<file path="src/rtl/truth_table_scanner_if.sv">
// Bundles the scan control, result and gate-under-test signals of truth_table_scanner.
// The master side drives start/expected and the gate output; the slave side is the scanner.
interface truth_table_scanner_if #(
  parameter int N_IN = 2
);
  localparam int T = 2 ** N_IN;

  logic            start;
  logic [T-1:0]    expected;
  logic            dut_out;
  logic [N_IN-1:0] dut_in;
  logic            busy;
  logic            done;
  logic [T-1:0]    table_out;
  logic            match;
  logic [N_IN:0]   err_count;
  logic [N_IN-1:0] first_err;

  modport master (
    output start, expected, dut_out,
    input  dut_in, busy, done, table_out, match, err_count, first_err
  );

  modport slave (
    input  start, expected, dut_out,
    output dut_in, busy, done, table_out, match, err_count, first_err
  );
endinterface

</file>
<file path="src/rtl/truth_table_scanner.sv">
// Sweeps every minterm onto a gate under test, samples its output after a settle delay
// and compares the measured truth table against an expected word.
//
// state  | meaning
// IDLE   | waiting for start, results held
// SETTLE | minterm applied, settle counter running
// SAMPLE | capture dut_out and compare at the closing edge
// DONE   | one-cycle done pulse, results valid
module truth_table_scanner #(
  parameter int N_IN   = 2,
  parameter int SETTLE = 1
) (
  input  logic                 clk,
  input  logic                 rst_n,
  truth_table_scanner_if.slave bus
);
  localparam int T  = 2 ** N_IN;
  localparam int CW = (SETTLE < 2) ? 1 : $clog2(SETTLE + 1);
  localparam logic [CW-1:0] SETTLE_LD = CW'(SETTLE);
  localparam logic [CW-1:0] CNT_LAST  = CW'(1);

  localparam logic [1:0] S_IDLE   = 2'd0;
  localparam logic [1:0] S_SETTLE = 2'd1;
  localparam logic [1:0] S_SAMPLE = 2'd2;
  localparam logic [1:0] S_DONE   = 2'd3;

  logic [1:0]      r_state;
  logic [CW-1:0]   r_cnt;
  logic [N_IN-1:0] r_minterm;
  logic [T-1:0]    r_exp;
  logic [T-1:0]    r_table;
  logic [N_IN:0]   r_err;
  logic [N_IN-1:0] r_first;
  logic            r_busy;
  logic            r_done;
  logic            r_match;

  logic            w_miss;
  logic [N_IN:0]   w_err_next;

  assign w_miss     = (bus.dut_out != r_exp[r_minterm]);
  assign w_err_next = r_err + (N_IN+1)'(w_miss);

  always_ff @(posedge clk or negedge rst_n) begin
    if (!rst_n) begin
      r_state   <= S_IDLE;
      r_cnt     <= '0;
      r_minterm <= '0;
      r_exp     <= '0;
      r_table   <= '0;
      r_err     <= '0;
      r_first   <= '0;
      r_busy    <= 1'b0;
      r_done    <= 1'b0;
      r_match   <= 1'b0;
    end else begin
      r_done <= 1'b0;
      case (r_state)
        S_IDLE: begin
          if (bus.start) begin
            r_exp     <= bus.expected;
            r_minterm <= '0;
            r_table   <= '0;
            r_err     <= '0;
            r_first   <= '0;
            r_cnt     <= SETTLE_LD;
            r_busy    <= 1'b1;
            r_state   <= S_SETTLE;
          end
        end
        S_SETTLE: begin
          if (r_cnt == CNT_LAST) r_state <= S_SAMPLE;
          else                   r_cnt   <= r_cnt - CNT_LAST;
        end
        S_SAMPLE: begin
          r_table[r_minterm] <= bus.dut_out;
          r_err              <= w_err_next;
          // first_err records only the lowest failing minterm of the sweep
          if (w_miss && (r_err == '0)) r_first <= r_minterm;
          if (&r_minterm) begin
            r_busy  <= 1'b0;
            r_done  <= 1'b1;
            r_match <= (w_err_next == '0);
            r_state <= S_DONE;
          end else begin
            r_minterm <= r_minterm + 1'b1;
            r_cnt     <= SETTLE_LD;
            r_state   <= S_SETTLE;
          end
        end
        S_DONE:  r_state <= S_IDLE;
        default: r_state <= S_IDLE;
      endcase
    end
  end

  assign bus.dut_in    = r_minterm;
  assign bus.busy      = r_busy;
  assign bus.done      = r_done;
  assign bus.table_out = r_table;
  assign bus.match     = r_match;
  assign bus.err_count = r_err;
  assign bus.first_err = r_first;
endmodule

</file>
<file path="src/flat_wrapper.sv">
// flat-port wrapper written by rule: the top's interface ports become plain ports
module truth_table_scanner_flat 
#(
  parameter int N_IN   = 2,
  parameter int SETTLE = 1
)
  (clk, rst_n, bus_start, bus_expected, bus_dut_out, bus_dut_in, bus_busy, bus_done, bus_table_out, bus_match, bus_err_count, bus_first_err);
  truth_table_scanner_if #(.N_IN(N_IN)) bus_i ();
  input  logic clk;
  input  logic rst_n;
  input wire logic [$bits(bus_i.start)-1:0] bus_start;
  input wire logic [$bits(bus_i.expected)-1:0] bus_expected;
  input wire logic [$bits(bus_i.dut_out)-1:0] bus_dut_out;
  output wire logic [$bits(bus_i.dut_in)-1:0] bus_dut_in;
  output wire logic [$bits(bus_i.busy)-1:0] bus_busy;
  output wire logic [$bits(bus_i.done)-1:0] bus_done;
  output wire logic [$bits(bus_i.table_out)-1:0] bus_table_out;
  output wire logic [$bits(bus_i.match)-1:0] bus_match;
  output wire logic [$bits(bus_i.err_count)-1:0] bus_err_count;
  output wire logic [$bits(bus_i.first_err)-1:0] bus_first_err;
  assign bus_i.start = bus_start;
  assign bus_i.expected = bus_expected;
  assign bus_i.dut_out = bus_dut_out;
  assign bus_dut_in = bus_i.dut_in;
  assign bus_busy = bus_i.busy;
  assign bus_done = bus_i.done;
  assign bus_table_out = bus_i.table_out;
  assign bus_match = bus_i.match;
  assign bus_err_count = bus_i.err_count;
  assign bus_first_err = bus_i.first_err;
  truth_table_scanner #(.N_IN(N_IN), .SETTLE(SETTLE)) u_core (.clk(clk), .rst_n(rst_n), .bus(bus_i));
endmodule
</file>
<file path="config.mk">
export PLATFORM = sky130hd
export DESIGN_NAME = truth_table_scanner_flat
export DESIGN_NICKNAME = d
export VERILOG_FILES = /design/src/rtl/truth_table_scanner_if.sv /design/src/rtl/truth_table_scanner.sv /design/src/flat_wrapper.sv
export SDC_FILE = /design/constraint.sdc
export NUM_CORES = 1
export LEC_CHECK = 0
export BUFFER_PORTS_ARGS = -buffer_cell sky130_fd_sc_hd__buf_2
export CAP_MARGIN = 20
export CORE_UTILIZATION = 35
export CTS_CLUSTER_DIAMETER = 150
export DETAILED_ROUTE_END_ITERATION = 16
export GPL_ROUTABILITY_DRIVEN = 0
export MAX_ROUTING_LAYER = met4
export PLACE_DENSITY = 0.56
export SETUP_SLACK_MARGIN = 0.15
export SKIP_CTS_REPAIR_TIMING = 1
export SLEW_MARGIN = 10
export SYNTH_ARGS = -nofsm -noshare
export SYNTH_HDL_FRONTEND = slang
export SYNTH_SLANG_ARGS = --single-unit
export TNS_END_PERCENT = 20
</file>
<file path="constraint.sdc">
create_clock -name clk -period 2 [get_ports clk]
set_input_delay 0.4 -clock clk [delete_from_list [all_inputs] [get_ports clk]]
set_output_delay 0.4 -clock clk [all_outputs]
set_load 0.05 [all_outputs]
</file>
=== Yosys cells after proc, flatten, opt, wreduce, memory -nomap -nowiden ===
Cells that the tools add are included.

* Add/sub/neg operators: 3
* Order comparisons: 2
* Equal/unequal tests: 9
* Muxes and demuxes: 26
* Reduce and logical (&&, ||, !) cells: 16

{| class="wikitable"
|+ Operators with widths
! operator !! count
|-
| $reduce_and 3->1 || 5
|-
| $mux 2 || 6
|-
| $mux 1 || 8
|-
| $pmux 2 s2 || 2
|-
| $pmux 2 s4 || 1
|-
| $pmux 4 s2 || 1
|-
| $reduce_and 2->1 || 4
|-
| $logic_not 3->1 || 2
|-
| $ne 2x1->1 const B || 3
|-
| $pmux 3 s2 || 1
|-
| $bwmux 4 || 1
|-
| $eq 2x2->1 const B || 2
|-
| $mux 4 || 1
|-
| $ne 2x2->1 const B || 2
|-
| $add 3x1->3 || 1
|-
| $lt 2x3->1 const B || 1
|-
| $mux 3 || 1
|-
| $pmux 1 s3 || 1
|-
| $reduce_bool 3->1 || 1
|-
| $add 2x1->2 const B || 1
|-
| $bmux 1 s2 || 1
|-
| $demux 1 s2 || 1
|-
| $eq 2x1->1 const B || 1
|-
| $ge 2x1->1 const B || 1
|-
| other kinds (6) || 7
|}

* Bits in registers: 21
* Logic and storage cells: 66

=== Longest topological paths before layout ===
* Depth after elaboration: 6
* Mapped depth: 8
* Mapped depth without buffers: 8

=== Worst setup path before layout ===
OpenSTA, ideal clock, no wires.

* Path kind: register to register
* Start point: register u_core.r_minterm[0] (netlist: u_core.bus.dut_in[0])
* End point: register u_core.r_match (netlist: u_core.bus.match)
* Library setup time: 0.067 ns
* Arrival: 2.345 ns
* Data required time: 1.933 ns
* Setup slack: -0.411 ns
* Cell stages (with the launch flop): 7
* Path through: dfrtp_1 > mux4_2 > xor2_2 > ha_1 > ha_1 > nor4_1 > mux2_2

* Cells in the longest elaborated chain, start to end: 5
* Elaborated cells on any way between the ends: 6
* Classes of those cells: add/sub: 1; eq/ne: 1; mux: 2; reduce/logical: 2

{| class="wikitable"
|+ Ends and longest elaborated chain
! what !! line !! source
|-
| start: declaration || truth_table_scanner.sv:29 || <nowiki>logic [N_IN-1:0] r_minterm;</nowiki>
|-
| start signal: assignment || truth_table_scanner.sv:86 || <nowiki>r_minterm <= r_minterm + 1'b1;</nowiki>
|-
| $bmux 1 s2 || truth_table_scanner.sv:41 || <nowiki>assign w_miss = (bus.dut_out != r_exp[r_minterm]);</nowiki>
|-
| $mux 1 (not written as such) || truth_table_scanner.sv:41 ||
|-
| $ne 1x1->1 || truth_table_scanner.sv:41 ||
|-
| $add 3x1->3 || truth_table_scanner.sv:42 || <nowiki>assign w_err_next = r_err + (N_IN+1)'(w_miss);</nowiki>
|-
| $logic_not 3->1 || truth_table_scanner.sv:83 || <nowiki>r_match <= (w_err_next == '0);</nowiki>
|-
| end signal: assignment || truth_table_scanner.sv:83 ||
|-
| end: declaration || truth_table_scanner.sv:36 || <nowiki>logic r_match;</nowiki>
|}

Several ways; a longest one is shown, not always the timed one. The select of a mux whose other input is x is not followed.
A chain may end at the register's enable or synchronous reset.

=== Worst setup path in the final report ===
Same ends and word-level chain as after synthesis.

==> run metrics <==
result of the run completed; Slowest Stage Delay on Critical Path roughly 0.52 ns; RSZ-0062 raised after global routing true; share of the clock period used by the worst path after layout between 90% and 100%; width of the die between 50 and 60 um; crit path launch u_core.bus.dut_in[0]; Peak Freq 502 MHz; Slew headroom 64.3%; half-perimeter wire length of the detailed placement result 1530 um; path class of the lowest-slack min-delay path in -> async; net count after synthesis 95; Max Fanout on Critical Path 2; Core ar. around 0.0028 mm2; cts bufs inserted 3; Top-Level Pins 22; Crit Path Class reg -> reg; actual transition at the worst max-transition pin about 0.53 ns; site row count 19; pin count of the biggest net entering global routing 22; worst voltage drop across the vdd grid 1160 uV; dominant register cell in the synthesized netlist sky130_fd_sc_hd__dfrtp_1; WP data required around 2.2 ns; largest clock skew in the final design 0.0181 ns; final hold violation count 0; Bufs on Longest Clock Path 2; Syn-to-layout area delta 23.7%; TritonCTS clock tree done; flip-flop and latch count after synthesis 21; number of nets still failing antenna checks after routing 0; Antenna diodes 0; number of instances in the synthesized netlist 81; Die Footprint 0.00314 mm2; total number of vias 723; # DRC 0; mean number of vias per cell 5.20; utilization after layout 45.8%; sum of routed wire length over all layers 2140 um; WL per Instance 15.4 um; startpoint type of the worst setup path register; launch instance of the worst register-to-register path u_core.bus.dut_in[0]; iteration count of the initial detailed-routing pass 2; Pwr Density 1760 mW/mm2; Crit path max-delay family multiplexers; max-cap check violation count 0; clock edge transition at the registers on the reported setup and hold paths 0.13 ns; async set or reset register ratio after synthesis 100%; fraction of layout instances using a drive strength above 1 45.4%; netlist area before placement 0.00102 mm2; critical path cell sequence mux4_2 > xor2_2 > ha_2 > ha_4 > nor2b_4 > nor4_4 > mux2_4; clock tree root buffer cell sky130_fd_sc_hd__clkbuf_4; Post-synth EDFFs 0; H-tree Lvls 1; post-synthesis area per instance 12.6 um2; total design power 2.22 mW; post-synth cell types 25; Ys Warns 0; clock latency on the worst-skew pair 0.31 ns; initial core utilization 37.0%; leakage 0.632 nW; CTS sink count 21; global-route wire length before repair 3530 um; Worst Path Buf+Inv 0; count of buffers inserted at the top-level ports 21; arrival time at the worst endpoint 2.21 ns; Overall Global Routing Usage 15.0%; share of synthesized area occupied by flip-flops and latches 51.5%; Min Clock Period, post-route 1.99 ns; 1st-iter DRT viols 11; final global-route overflow total 0; vertical die dimension 56.0 um; number of global-route vias before repair 733; net count reported at finish between 100 and 150; antenna violations before repair 0; standard cell with the maximum stage delay on the critical path sky130_fd_sc_hd__mux4_2; type of element capturing the critical path register; # setup viols final 0; count of final max-slew check failures 0
## kinds of logic after synthesis
group           share of synthesized area (%)
mux                                      14.1
fa+ha+maj                                7.35
xor+xnor                                 1.59
simple gates                             11.2
compound gates                           12.0
flops                                    51.5
buf+inv                                  2.33
## flip-flops by register name, indices dropped and copies added (netlist names)
register and cells:
u_core.bus.busy 1, u_core.bus.done 1, u_core.bus.dut_in 2, u_core.bus.first_err 2
u_core.r_cnt 1, u_core.r_state 2, u_core.bus.table_out 4, u_core.bus.err_count 3
u_core.bus.match 1, u_core.r_exp 4
## per-stage QoR
step	hold slack (ns)	setup WS [ns]	instances	instance area, um2	setup TNS [ns]
final	0.0141	0.00671	139	1260	0
after global routing	0.0573	-0.0909	139	1260	-0.146
after CTS	0.0298	-0.0626	139	1240	-0.0646
after detailed placement	0.382	-0.0583	135	1210	-0.0664
after global placement	0.382	-0.00785	135	1210	-0.00785
after floorplan	0.104	-0.221	81	1050	-0.489
## worst reg2reg max path, cell delays in order (launching register included)
cell	delay, ns
sky130_fd_sc_hd__dfrtp_2	0.38
sky130_fd_sc_hd__mux4_2	0.52
sky130_fd_sc_hd__xor2_2	0.17
sky130_fd_sc_hd__ha_2	0.20
sky130_fd_sc_hd__ha_4	0.17
sky130_fd_sc_hd__nor2b_4	0.15
sky130_fd_sc_hd__nor4_4	0.06
sky130_fd_sc_hd__mux2_4	0.26
## power breakdown
group	total (mW)	switching, mW	internal, mW
clock	0.209	0.132	0.0778
sequential	0.735	0.157	0.578
combinational	1.28	0.720	0.556
## synthesized netlist by cell type, types with 2 or more instances
library cell               number  share of area [%]
sky130_fd_sc_hd__mux2_2         9                9.9
sky130_fd_sc_hd__nor2_1         2               0.74
sky130_fd_sc_hd__dfrtp_1       21                 51
sky130_fd_sc_hd__nor2b_1        4                2.5
sky130_fd_sc_hd__a22o_1         8                6.9
sky130_fd_sc_hd__o21ai_0        4                2.0
sky130_fd_sc_hd__mux2i_1        2                2.0
sky130_fd_sc_hd__inv_1          4                1.5
sky130_fd_sc_hd__ha_1           6                7.4
sky130_fd_sc_hd__nand2_1        4                1.5
sky130_fd_sc_hd__nand2b_1       3                1.8
## layout by cell type (no fill, tap or decap), types with 2 or more instances in the layout
cell,n
sky130_fd_sc_hd__mux2_2,8
sky130_fd_sc_hd__nand2b_1,3
sky130_fd_sc_hd__nand2_1,4
sky130_fd_sc_hd__inv_1,4
sky130_fd_sc_hd__nor2_1,2
sky130_fd_sc_hd__nor2b_1,2
sky130_fd_sc_hd__buf_2,21
sky130_fd_sc_hd__dfrtp_1,20
sky130_fd_sc_hd__nor2b_4,2
sky130_fd_sc_hd__ha_1,4
sky130_fd_sc_hd__mux2i_1,2
sky130_fd_sc_hd__clkbuf_4,3
sky130_fd_sc_hd__a22o_1,8
sky130_fd_sc_hd__o21ai_0,3
sky130_fd_sc_hd__buf_4,4
## final cells by class
cell class / instances / area, um2
Sequential cell: 21 / 527
Inverter: 4 / 15.0
Timing Repair Buffer: 25 / 135
Tap cell: 31 / 38.8
Multi-Input combinational cell: 54 / 520
Clock buffer: 4 / 26.3
Fill cell: 263 / 1500
## path summary, 6_finish.rpt
| kind | to | slack, ns | depth (start not counted) |
|---|---|---|---|
| min in group clk | u_core.r_exp[2] | 0.33 | 2 |
| worst max register to register | u_core.bus.match | 0.007 | 7 |
| worst max-delay path | u_core.bus.match | 0.007 | 7 |
| worst min-delay path | u_core.bus.err_count[2] | 0.01 | 1 |
| worst min register to register | u_core.r_state[0] | 0.45 | 1 |
| max in group asynchronous | u_core.bus.dut_in[0] | 1.62 | 1 |
## layer usage
metal	vias up	GRT usage, %	part of all wire, %
li1	342	-	-
met1	358	19.5	47
met2	19	22.4	47
met3	4	5.12	4.5
met4	0	4.18	1.6
met5	-	-	0
No activity file was read; power rests on OpenSTA's default activity.
